==> config.mk <==
export PLATFORM = sky130hd
export DESIGN_NAME = code_change_controller
export DESIGN_NICKNAME = d
export VERILOG_FILES = /design/src/rtl/code_change_controller.sv
export SDC_FILE = /design/constraint.sdc
export NUM_CORES = 1
export LEC_CHECK = 0
export CORE_ASPECT_RATIO = 0.5
export CORE_MARGIN = 2
export CORE_UTILIZATION = 45
export CTS_BUF_LIST = sky130_fd_sc_hd__clkbuf_2 sky130_fd_sc_hd__clkbuf_4 sky130_fd_sc_hd__clkbuf_8
export DETAILED_ROUTE_END_ITERATION = 10
export GPL_TIMING_DRIVEN = 0
export PLACE_DENSITY = 0.72
export REMOVE_ABC_BUFFERS = 1
export SYNTH_ARGS = -nofsm -noshare
export SYNTH_HDL_FRONTEND = slang
export SYNTH_SLANG_ARGS = --single-unit
==> constraint.sdc <==
create_clock -name clk -period 3.7 [get_ports clk]
set_clock_uncertainty 0.05 [all_clocks]
set_input_delay 0.37 -clock clk [delete_from_list [all_inputs] [get_ports clk]]
set_output_delay 0.37 -clock clk [all_outputs]
set_load 0.05 [all_outputs]
==> src/rtl/code_change_controller.sv <==
// Code-change sequencer for the safe: verifies the current code, collects and
// confirms a new one, then commits it, with inactivity timeout and fail lockout.
module code_change_controller #(
  parameter int CODE_W         = 16,
  parameter int MAX_FAILS      = 3,
  parameter int LOCKOUT_CYCLES = 1000,
  parameter int TIMEOUT_CYCLES = 5000
) (
  input  logic              clk,
  input  logic              rst_n,
  input  logic              change_req,
  input  logic              abort,
  input  logic              digit_valid,
  input  logic              done,
  input  logic [CODE_W-1:0] entered_code,
  input  logic [CODE_W-1:0] stored_code,
  output logic              clear_entry,
  output logic              accept_digit,
  output logic              load_code,
  output logic [CODE_W-1:0] new_code,
  output logic              busy,
  output logic              locked_out,
  output logic              result_valid,
  output logic [1:0]        result,
  output logic [3:0]        fail_count
);

  typedef enum logic [3:0] {
    IDLE, CLR_OLD, GET_OLD, CHK_OLD, CLR_N1, GET_N1, CLR_N2, GET_N2,
    CHK_NEW, COMMIT, MISMATCH, LOCKOUT, QUIT
  } state_t;

  localparam logic [1:0] RES_OK   = 2'b01;
  localparam logic [1:0] RES_MISM = 2'b10;
  localparam logic [1:0] RES_QUIT = 2'b11;

  localparam int TW = $clog2(TIMEOUT_CYCLES + 1);
  localparam int LW = $clog2(LOCKOUT_CYCLES + 1);
  localparam logic [TW-1:0] TO_LAST = TW'(TIMEOUT_CYCLES - 1);
  localparam logic [LW-1:0] LK_LAST = LW'(LOCKOUT_CYCLES - 1);
  localparam logic [3:0]    FAIL_LIM = 4'(MAX_FAILS);

  state_t            state_q, state_d;
  logic [TW-1:0]     idle_q;
  logic [LW-1:0]     lock_q;
  logic [CODE_W-1:0] hold_q;
  logic [1:0]        result_q;
  logic [3:0]        fail_q;
  logic              in_get;
  logic              timeout;

  assign in_get  = (state_q == GET_OLD) || (state_q == GET_N1) || (state_q == GET_N2);
  // The timer reads TIMEOUT_CYCLES-1 on the last allowed idle cycle, so the
  // exit lands exactly TIMEOUT_CYCLES edges after the last digit.
  assign timeout = in_get && !digit_valid && (idle_q >= TO_LAST);

  // NOTE: sequential state uses non-blocking assignments so every register
  // samples pre-edge values regardless of process evaluation order.
  always_ff @(posedge clk or negedge rst_n) begin
    if (!rst_n) state_q <= IDLE;
    else        state_q <= state_d;
  end

  // NOTE: every combinational output gets a default first so no latch is inferred.
  always_comb begin
    state_d = state_q;
    unique case (state_q)
      IDLE:     if (change_req) state_d = CLR_OLD;
      CLR_OLD:  state_d = GET_OLD;
      CLR_N1:   state_d = GET_N1;
      CLR_N2:   state_d = GET_N2;
      GET_OLD:  if (done) state_d = CHK_OLD; else if (timeout) state_d = QUIT;
      GET_N1:   if (done) state_d = CLR_N2;  else if (timeout) state_d = QUIT;
      GET_N2:   if (done) state_d = CHK_NEW; else if (timeout) state_d = QUIT;
      CHK_OLD:  state_d = (entered_code == stored_code) ? CLR_N1 : MISMATCH;
      CHK_NEW:  state_d = (entered_code == hold_q) ? COMMIT : MISMATCH;
      COMMIT:   state_d = IDLE;
      MISMATCH: state_d = (fail_q >= FAIL_LIM) ? LOCKOUT : IDLE;
      LOCKOUT:  if (lock_q >= LK_LAST) state_d = IDLE;
      QUIT:     state_d = IDLE;
      default:  state_d = IDLE;
    endcase
    // A commit in flight always completes; lockout cannot be cut short.
    if (abort && !(state_q inside {IDLE, LOCKOUT, COMMIT, QUIT}))
      state_d = QUIT;
  end

  always_comb begin
    clear_entry  = 1'b0;
    accept_digit = 1'b0;
    load_code    = 1'b0;
    locked_out   = 1'b0;
    result_valid = 1'b0;
    busy         = (state_q != IDLE);
    unique case (state_q)
      CLR_OLD, CLR_N1, CLR_N2: clear_entry = 1'b1;
      GET_OLD, GET_N1, GET_N2: accept_digit = 1'b1;
      COMMIT:   begin load_code = 1'b1; result_valid = 1'b1; end
      MISMATCH: result_valid = 1'b1;
      LOCKOUT:  locked_out = 1'b1;
      QUIT:     begin clear_entry = 1'b1; result_valid = 1'b1; end
      default:  ;
    endcase
  end

  always_ff @(posedge clk or negedge rst_n) begin
    if (!rst_n) begin
      idle_q <= '0;
      lock_q <= '0;
    end else begin
      if (!in_get || digit_valid) idle_q <= '0;
      else if (idle_q < TO_LAST)  idle_q <= idle_q + 1'b1;
      if (state_q != LOCKOUT)     lock_q <= '0;
      else if (lock_q < LK_LAST)  lock_q <= lock_q + 1'b1;
    end
  end

  // Result and fail count update on entry to the reporting state so they are
  // already valid while result_valid is high.
  always_ff @(posedge clk or negedge rst_n) begin
    if (!rst_n) begin
      hold_q   <= '0;
      result_q <= 2'b00;
      fail_q   <= 4'd0;
    end else begin
      if (state_q == GET_N1 && state_d == CLR_N2) hold_q <= entered_code;
      if (state_d == COMMIT) begin
        result_q <= RES_OK;
        fail_q   <= 4'd0;
      end else if (state_d == MISMATCH) begin
        result_q <= RES_MISM;
        if (fail_q != 4'hF) fail_q <= fail_q + 4'd1;
      end else if (state_d == QUIT) begin
        result_q <= RES_QUIT;
      end else if (state_q == LOCKOUT && state_d == IDLE) begin
        fail_q <= 4'd0;
      end
    end
  end

  assign new_code   = hold_q;
  assign result     = result_q;
  assign fail_count = fail_q;

endmodule

==> results.ini <==
[critical_path]
r2r-start = state_q[2]
reg2reg_setup_slack_ns = 0.19
worst_r2r_endpoint = new_code[1]
cp.required_ns = 3.84
r2r_cells = 8
worst_ep_arrival_time_ns = 3.65
crit_type = register to register
cp-end-kind = register
critPathMaxFanout = 19
crit_path_start_kind = register

[final_layout]
stdcell_count = 472
multi_input_area_mm2 = 0.001699
syn2layout_area_growth_pct = 29.13
final_area_mm2 = 0.003905
layout-drive-gt1-share_pct = 8.947
layout.nets = 420
n_antenna_cell = 0
regArea_mm2 = 0.001230
n_fill_cell = 562

[clock_tree]
path_clk_slew_ns = 0.09
cts_num_sinks = 49
clk_path_buf_depth = 2
root_buffer = clkbuf_8
clk_latency_ns = 0.31
htreeDepth = 2
numCtsBuffers = 5
cts_tree = built

[yosys]
synth_edf_count = 0
synth_area_leaders = dfrtp_1 (41%), xnor2_1 (7.8%), xor2_1 (7.0%)
ys_warn_count = 0
ys_seq_elements = 49
synth.distinct_cells = 51
ys_seq_area_share_pct = 40.55
yosys.area.top_type = dfrtp_1
synthArstFlopShare_pct = 100.0
syn_area_per_cell_um2 = 9.631
syn_inst = 314
synth_ff_type = dfrtp_1
synth_area_mm2 = 0.003024
synth_top_area_share_pct = 40.55

[floorplanning]
io_pins = 66
coreArea_mm2 = 0.006595
die_area_mm2 = 0.007432
die_x_um = 119.9
start_util_pct = 45.85
rows = 21
chipHeight_um = 61.97

[sta]
period_minus_slack_ns = 3.514
hold_viol = 0
slew_violations = 0
worst_slew_pin_slew_ns = 0.9297
max_freq_mhz = 284.6
rsz0062_at_grt = no
fin_crit_sh_pct = 94.96
timing.slew.headroom_pct = 37.49
finalSetupViolations = 0

[grt]
grt_antenna_before_repair = 0
gr-usage-all-layers_pct = 20.57
grt_max_degree = 37
grt_pass1_vias = 2562
grt_pass1_wl_um = 12160
grt-ovfl-total = 0

[power_and_ir_drop]
combinationalPowerShare_pct = 51.1
p_switching_mw = 1.129
p_per_area_mw_per_mm2 = 634.2
clockPowerShare_pct = 16.4
seqPwrFrac_pct = 32.5
cellInternalPower_mw = 1.347
leakagePower_nw = 1.606
swShare_pct = 45.60
vdd_drop_max_v = 0.0002306

[worst_hold_path]
hold_path.class = primary input to asynchronous set/reset pin

[detailed_routing]
drc = 0
wl_um = 7255
vias = 2601
drt_first_pass_iters = 4
antenna_left = 0
via_per_inst = 5.511
routedWlPerCell_um = 15.37
first_iter_violations = 174

[placement]
dpl.cell_count = 462
place_hpwl_um = 5375
globalplace.congestion = 0.8763
place_area_mm2 = 0.003751
io_buffers = 65

[status]
status = complete, no violations

[run]
maxCapViolCount = 0

## state kept, by name, indices dropped and copies added, names as in the netlist
register,flops
lock_q,10
new_code,16
result,2
idle_q,13
state_q,4
fail_count,4
## Yosys cell counts, drive strengths merged, types with 2 or more instances
| library cell | count |
|---|---|
| nor3 | 8 |
| mux2i | 2 |
| nand2b | 3 |
| o22ai | 2 |
| a311oi | 3 |
| a21oi | 12 |
| nand2 | 17 |
| ha | 3 |
| and3 | 6 |
| or3 | 3 |
| nor2 | 38 |
| xor2 | 24 |
| a21boi | 2 |
| nand3 | 17 |
| a41oi | 3 |
| nand4 | 14 |
| o2111ai | 2 |
| clkbuf | 7 |
| o21ai | 4 |
| and2 | 2 |
| xnor2 | 27 |
| o31ai | 2 |
| mux2 | 16 |
| a211o | 3 |
| buf | 3 |
| nor4 | 8 |
| inv | 12 |
| dfrtp | 49 |
| a31oi | 4 |
## routing by layer
| layer | GRT usage [%] | wire length, um | vias up |
|---|---|---|---|
| met1 | 26.97 | 3407 | 1283 |
| met5 | 0 | 0 | - |
| met2 | 35.71 | 3552 | 50 |
| met3 | 3.741 | 231 | 9 |
| li1 | - | - | 1259 |
| met4 | 6.891 | 64 | 0 |
## cell families (layout without fill, tap and decap cells)
logic type                 Yosys count  after routing  share of synthesized area, %
buffers and inverters               22             88                         3.268
AOI/OAI and AO/OA                   47             47                         11.01
DFF                                 49             49                         40.55
and+or+nand+nor                    124            124                         21.31
adders and majority gates            3              3                         1.241
xor gates and xnor gates            51             51                         14.77
muxes                               18             18                         7.861
## layout make-up
type | instances | area share, %
clock buffer | 7 | 2.307
multi-input combinational | 243 | 43.51
sequential | 49 | 31.50
timing repair buffer | 68 | 17.81
tap | 92 | 2.948
clock inverter | 1 | 0.7690
inverter | 12 | 1.153
## worst max path at each step
stage | from | end | slack, ns | depth (start not counted)
finish | state_q[2] | new_code[1] | 0.19 | 8
global route | state_q[2] | new_code[4] | 0.05 | 8
CTS | state_q[2] | new_code[1] | 0.11 | 8
detailed placement | state_q[2] | new_code[1] | -0.50 | 7
global placement | state_q[2] | new_code[1] | -0.37 | 7
floorplan | state_q[2] | new_code[0] | 0.08 | 7
## repair_timing
| item | CTS | global route |
|---|---|---|
| hold endpoints to repair | 13 | 0 |
| setup buffers | 1 | 0 |
| hold buffers | 1 | 0 |
| cloned | 0 | 0 |
| pin swaps | 1 | 0 |
| setup endpoints to repair | 16 | 16 |
| gates resized for setup | 0 | 3 |
## layout by cell type (no fill, tap or decap), types with 2 or more instances in the layout
cell,Yosys,final
clkdlybuf4s50_1,0,64
dfrtp_1,49,46
nor2_1,38,38
xnor2_1,27,27
xor2_1,24,24
nand2_1,17,17
nand3_1,17,17
nand4_1,14,14
inv_1,12,12
a21oi_1,12,12
mux2_4,10,10
nor3_1,8,8
nor4_1,7,7
and3_1,6,6
mux2_2,6,6
clkbuf_8,0,6
o21ai_0,4,4
a31oi_1,4,4
nand2b_1,3,3
a311oi_1,3,3
a211o_1,3,3
a41oi_1,3,3
ha_1,3,3
dfrtp_2,0,3
a21boi_0,2,2
o22ai_1,2,2
or3_1,2,2
o2111ai_1,2,2
o31ai_1,2,2
and2_1,2,2
mux2i_1,2,2
buf_12,0,2
## stage by stage
| stage | hold slack [ns] | total power [mW] | util, % | setup slack, ns | setup TNS (ns) |
|---|---|---|---|---|---|
| after floorplan | 0.02441 | 1.637 | - | 0.08201 | 0 |
| after global placement | 0.4264 | 2.029 | 56.65 | -0.3662 | -5.121 |
| after detailed placement | 0.2405 | 2.059 | 56.88 | -0.4955 | -7.127 |
| after CTS | 0.4417 | 2.471 | 59.15 | 0.1082 | 0 |
| after global routing | 0.4762 | 2.614 | 59.21 | 0.04893 | 0 |
| final | 0.4432 | 2.477 | 59.21 | 0.1864 | 0 |
## critical path, cell delays in order (launching register included)
cell and delay, ns:
dfrtp_2 0.54, or3b_1 0.44, a211o_1 0.49, and4bb_1 0.42, nor3_1 0.11, or3_4 0.46
nor4_4 0.31, buf_12 0.21, mux2_2 0.35
## power by group through the flow
stage / clock network (mW) / registers [mW] / logic, mW
floorplan: 0 / 1.05 / 0.589
global placement: 0 / 0.799 / 1.23
detailed placement: 0 / 0.809 / 1.25
CTS: 0.411 / 0.799 / 1.26
global route: 0.437 / 0.827 / 1.35
finish: 0.406 / 0.804 / 1.27
Note: power is estimated with default switching activity, not from simulation.
==> RTL change 1: new RTL, same settings <==
Set the parameter `TIMEOUT_CYCLES` to 2500 (it was 5000).
--- a/src/rtl/code_change_controller.sv
+++ b/src/rtl/code_change_controller.sv
@@ -5,5 +5,5 @@
   parameter int MAX_FAILS      = 3,
   parameter int LOCKOUT_CYCLES = 1000,
-  parameter int TIMEOUT_CYCLES = 5000
+  parameter int TIMEOUT_CYCLES = 2500
 ) (
   input  logic              clk,
Behaviour: no difference found for any inputs over 10 cycles, from zero or initial values and one cycle with rst_n low; that may be too few to reach the edited logic, so the function may still have changed.
==> RTL change 1 against the unedited design <==
- worst setup slack got worse by 0.017 ns
- die area decreased by 3.6%
- routed wire length shrank 10%
- cell count down 5.1%
- synthesized area is 3.8% lower
- sequential cell count is 1 lower
- total power is 4.3% higher
- highest routed layer unchanged
- non-clock buffer count unchanged
- final area decreased by 3.5%
- global-route usage is 1.5 points lower
- critical path depth rose by 1
==> RTL change 1: results (changes against the unedited design) <==
Detailed routing
  – M1 WL: 2.979 mm (-13%)
  – Routed wl met3: 467 um (+100%)
  – Total wire length: 6.505 mm (-10%)
  – Starting DRC count in detailed routing: 108 (-38%)
  – Metal2 WL: 3.018 mm (-15%)
  – DR vias: 2385 (-8.3%)

Setup path
  – Reg-to-reg endpoint: fail_count[2]$_DFFE_PN0P_
  – Launching point of the worst reg2reg path: state_q[0]$_DFF_PN0_
  – Setup crit end: new_code[11]$_DFFE_PN0P_
  – Crit path max fanout: 16 (-3)
  – Worst Setup SP: entered_code[14]
  – Crit path largest cell delay: 0.65 ns (+0.11 ns)
  – CP top delay family: simple AND/OR/NAND/NOR gates
  – Critical-path top delay cell: nor4_1
  – WP data arrival: 3.67 ns (+0.02 ns)

Synthesis
  – Top-count cell post-synth: dfrtp_1
  – Synth Warn #: 0 (unchanged)
  – Register area share after synthesis: 41.27% (+0.73 points)
  – Avg Cell Area, Syn: 9.899 um^2 (+2.8%)
  – Cell types with the highest counts after synthesis: dfrtp_1 (48), nor2_1 (45), xnor2_1 (36)
  – Synth unique cells: 51 (unchanged)
  – Synth area leaders: dfrtp_1 (41%), xnor2_1 (11%), nor2_1 (5.8%)

Timing
  – Final setup TNS: 0 ns (unchanged)
  – Worst hold slack: 0.3903 ns (-0.05292 ns)
  – Max-slew headroom: 52.87% (+15 points)
  – Fin crit period: 3.531 ns (+0.01712 ns)

Placement
  – Placed cells: 439 (-5.0%)
  – RePlAce Congestion: 0.7568 (-14%)
  – Pre-CTS setup slack: -0.08773 ns (+0.4078 ns)
  – Post-DP HPWL: 4.946 mm (-8.0%)

Global routing
  – Initial antenna violation count: 0 (unchanged)
  – Met3 Resource Use GR: 5.639% (+1.9 points)
  – Number of global-route vias before repair: 2333 (-8.9%)
  – Total track usage: 19.03% (-1.5 points)
  – Met1 track demand over resource: 24.04% (-2.9 points)
  – Largest net degree at the start of global routing: 43 (+16%)
  – M2 GR Usage: 33.31% (-2.4 points)
  – First-pass GRT wire length: 10.80 mm (-11%)

Clock network
  – CTS buffer count: 5 (unchanged)
  – Clock buffer depth: 2 (unchanged)
  – Root buffer cell: clkbuf_8
  – Skew-Pair Late Insertion Delay: 0.30 ns

Cells and area
  – FILL cells: 521 (-7.3%)
  – Max FFs per register: 16 (unchanged)
  – Share of layout cells above drive strength 1: 9.722% (+0.77 points)
  – Total Nets Final: 400 (-4.8%)
  – Final non-filler cell total: 448 (-5.1%)

Power
  – P_leak: 0.001544 uW (-3.9%)
  – Maximum vdd drop: 523.2 uV (+130%)

Status
  – Status: finished, final reports clean
## RTL change 1: cell types whose count changed in the layout (fill, tap and decap cells not counted), moves of 4 or more
cell and delta:
xor2_1 -10, xnor2_1 +9, a21oi_1 -7, inv_1 -7, nor2_1 +7, nor3_1 -5
nor3b_1 +5, a211oi_1 +4, nand3_1 -4, nor4_1 -4
## RTL change 1: repair_timing
action | CTS | global route
resized for setup | 1 | 1
hold endpoints to repair | 6 | 0
setup endpoints to repair | 8 | 16
hold buffers | 1 | 0
setup buffers | 0 | 0
## RTL change 1: through the flow
| step | utilization, % | instance area [um^2] |
|---|---|---|
| 2_1_floorplan | - | 2848 |
| 3_3_place_gp | 58.62 | 3608 |
| 3_5_place_dp | 58.98 | 3631 |
| 4_1_cts | 61.20 | 3767 |
| 5_1_grt | 61.20 | 3767 |
| 6_report | 61.20 | 3767 |
## RTL change 1: area by class of cell
type / count / area [um^2] / share of cell area, %
multi-input combinational: 231 / 1628 / 43.21
clock inverter: 1 / 30.03 / 0.7971
inverter: 5 / 18.77 / 0.4982
timing repair buffer: 68 / 683.2 / 18.13
clock buffer: 7 / 96.34 / 2.557
tap: 88 / 110.1 / 2.923
sequential: 48 / 1201 / 31.88
## RTL change 1: kinds of logic after synthesis
family	Yosys count	share of synthesized area, %
AO/OA/AOI/OAI	37	10.19
XOR/XNOR	50	15.05
adder cells (fa/ha/maj)	3	1.290
buffers and inverters	15	2.794
flip-flops	48	41.27
multiplexers	19	8.512
AND/OR/NAND/NOR	122	20.89
## RTL change 1: power breakdown
group | internal, uW | leakage, uW | switching [uW]
clock | 238 | 0.0000645 | 172
sequential | 643 | 0.000653 | 177
combinational | 543 | 0.000827 | 809
==> RTL change 2: new RTL, config.mk and constraints unchanged <==
Made on the original files. Put one more register stage on the output `new_code`, with the module's reset. The value now appears one clock later. The other outputs are not delayed to match.
--- a/src/rtl/code_change_controller.sv
+++ b/src/rtl/code_change_controller.sv
@@ -139,5 +139,11 @@
   end
 
-  assign new_code   = hold_q;
+  always_ff @(posedge clk or negedge rst_n) begin
+    if (!rst_n) begin
+      new_code <= '0;
+    end else begin
+      new_code <= hold_q;
+    end
+  end
   assign result     = result_q;
   assign fail_count = fail_q;
Check against the original RTL: not equivalent (a bounded check fails within 10 cycles, from zero or initial values and one cycle with rst_n low).
==> RTL change 2 against the unedited design <==
- synthesized area up 11%
- worst setup slack better by 0.16 ns
- sequential power up 33%
- routed wire length up 8.1%
- total power up 28%
- largest power group unchanged
- sequential cell count up 16
- final area up 12%
- via count up 3.9%
- highest routed layer unchanged
==> RTL change 2: results (changes against the unedited design) <==
Setup path
  – Crit path max fanout: 18 (-1)
  – WP data arrival: 3.57 ns (-0.08 ns)
  – Launching point of the worst reg2reg path: state_q[1]$_DFF_PN0_
  – Crit path largest cell delay: 0.70 ns (+0.16 ns)

Power
  – Maximum vdd drop: 353.9 uV (+53%)
  – Seq. pwr: 1070 uW (+33%)

Synthesis
  – Avg Cell Area, Syn: 10.17 um^2 (+5.5%)
  – Register area share after synthesis: 48.49% (+7.9 points)
  – Xor and xnor area share after synthesis: 13.05% (-1.7 points)
  – Cell types with the highest counts after synthesis: dfrtp_1 (65), xor2_1 (43), nor2_1 (34)
  – Mux cell area share after synthesis: 5.670% (-2.2 points)

Min path
  – Min-delay worst type: reg -> reg

Global routing
  – M2 GR Usage: 35.55% (-0.16 points)
  – Met1 track demand over resource: 25.20% (-1.8 points)
  – Total track usage: 20.60% (+0.031 points)

Cells and area
  – NonClk Buf Share: 15.71% (-2.1 points)
  – Share of layout cells above drive strength 1: 9.701% (+0.75 points)
  – Final non-filler cell total: 498 (+5.5%)
  – FILL cells: 647 (+15%)
  – Total number of sequential cells: 65 (+33%)
  – Sequential cell area share: 37.21% (+5.7 points)

Detailed routing
  – M1 WL: 3.400 mm (-0.21%)
  – Starting DRC count in detailed routing: 142 (-18%)
  – Routed wire per std cell: 15.75 um (+2.5%)

Clock network
  – Max H-tree Level: 3 (+1)
  – CTS clk-pin slew, worst paths: 0.07 ns (-0.02 ns)
  – CTS buffer count: 9 (+4)

Placement
  – Post-DP HPWL: 5.634 mm (+4.8%)
  – Placed cells: 481 (+4.1%)

Floorplan
  – Die width: 126.1 um (+5.1%)

Status
  – Status: finished, final reports clean
-- RTL change 2: cell types whose count changed after synthesis, moves of 7 or more --
| cell | unedited run | this run |
|---|---|---|
| nand4_1 | 14 | 7 |
| dfrtp_1 | 49 | 65 |
| mux2_4 | 10 | 0 |
| xor2_1 | 24 | 43 |
| mux2_2 | 6 | 16 |
| inv_1 | 12 | 5 |
| xnor2_1 | 27 | 7 |
-- RTL change 2: final timing paths --
kind | depth (start not counted) | endpoint | slack [ns]
max in group asynchronous | 3 | idle_q[8]$_DFFE_PN0P_ | 2.45
hold / removal | 0 | new_code[5]$_DFF_PN0_ | 0.37
min in group asynchronous | 2 | new_code[10]$_DFF_PN0_ | 0.51
setup / recovery | 7 | fail_count[0]$_DFFE_PN0P_ | 0.35
hold reg to reg | 0 | new_code[5]$_DFF_PN0_ | 0.37
setup reg to reg | 7 | fail_count[0]$_DFFE_PN0P_ | 0.35
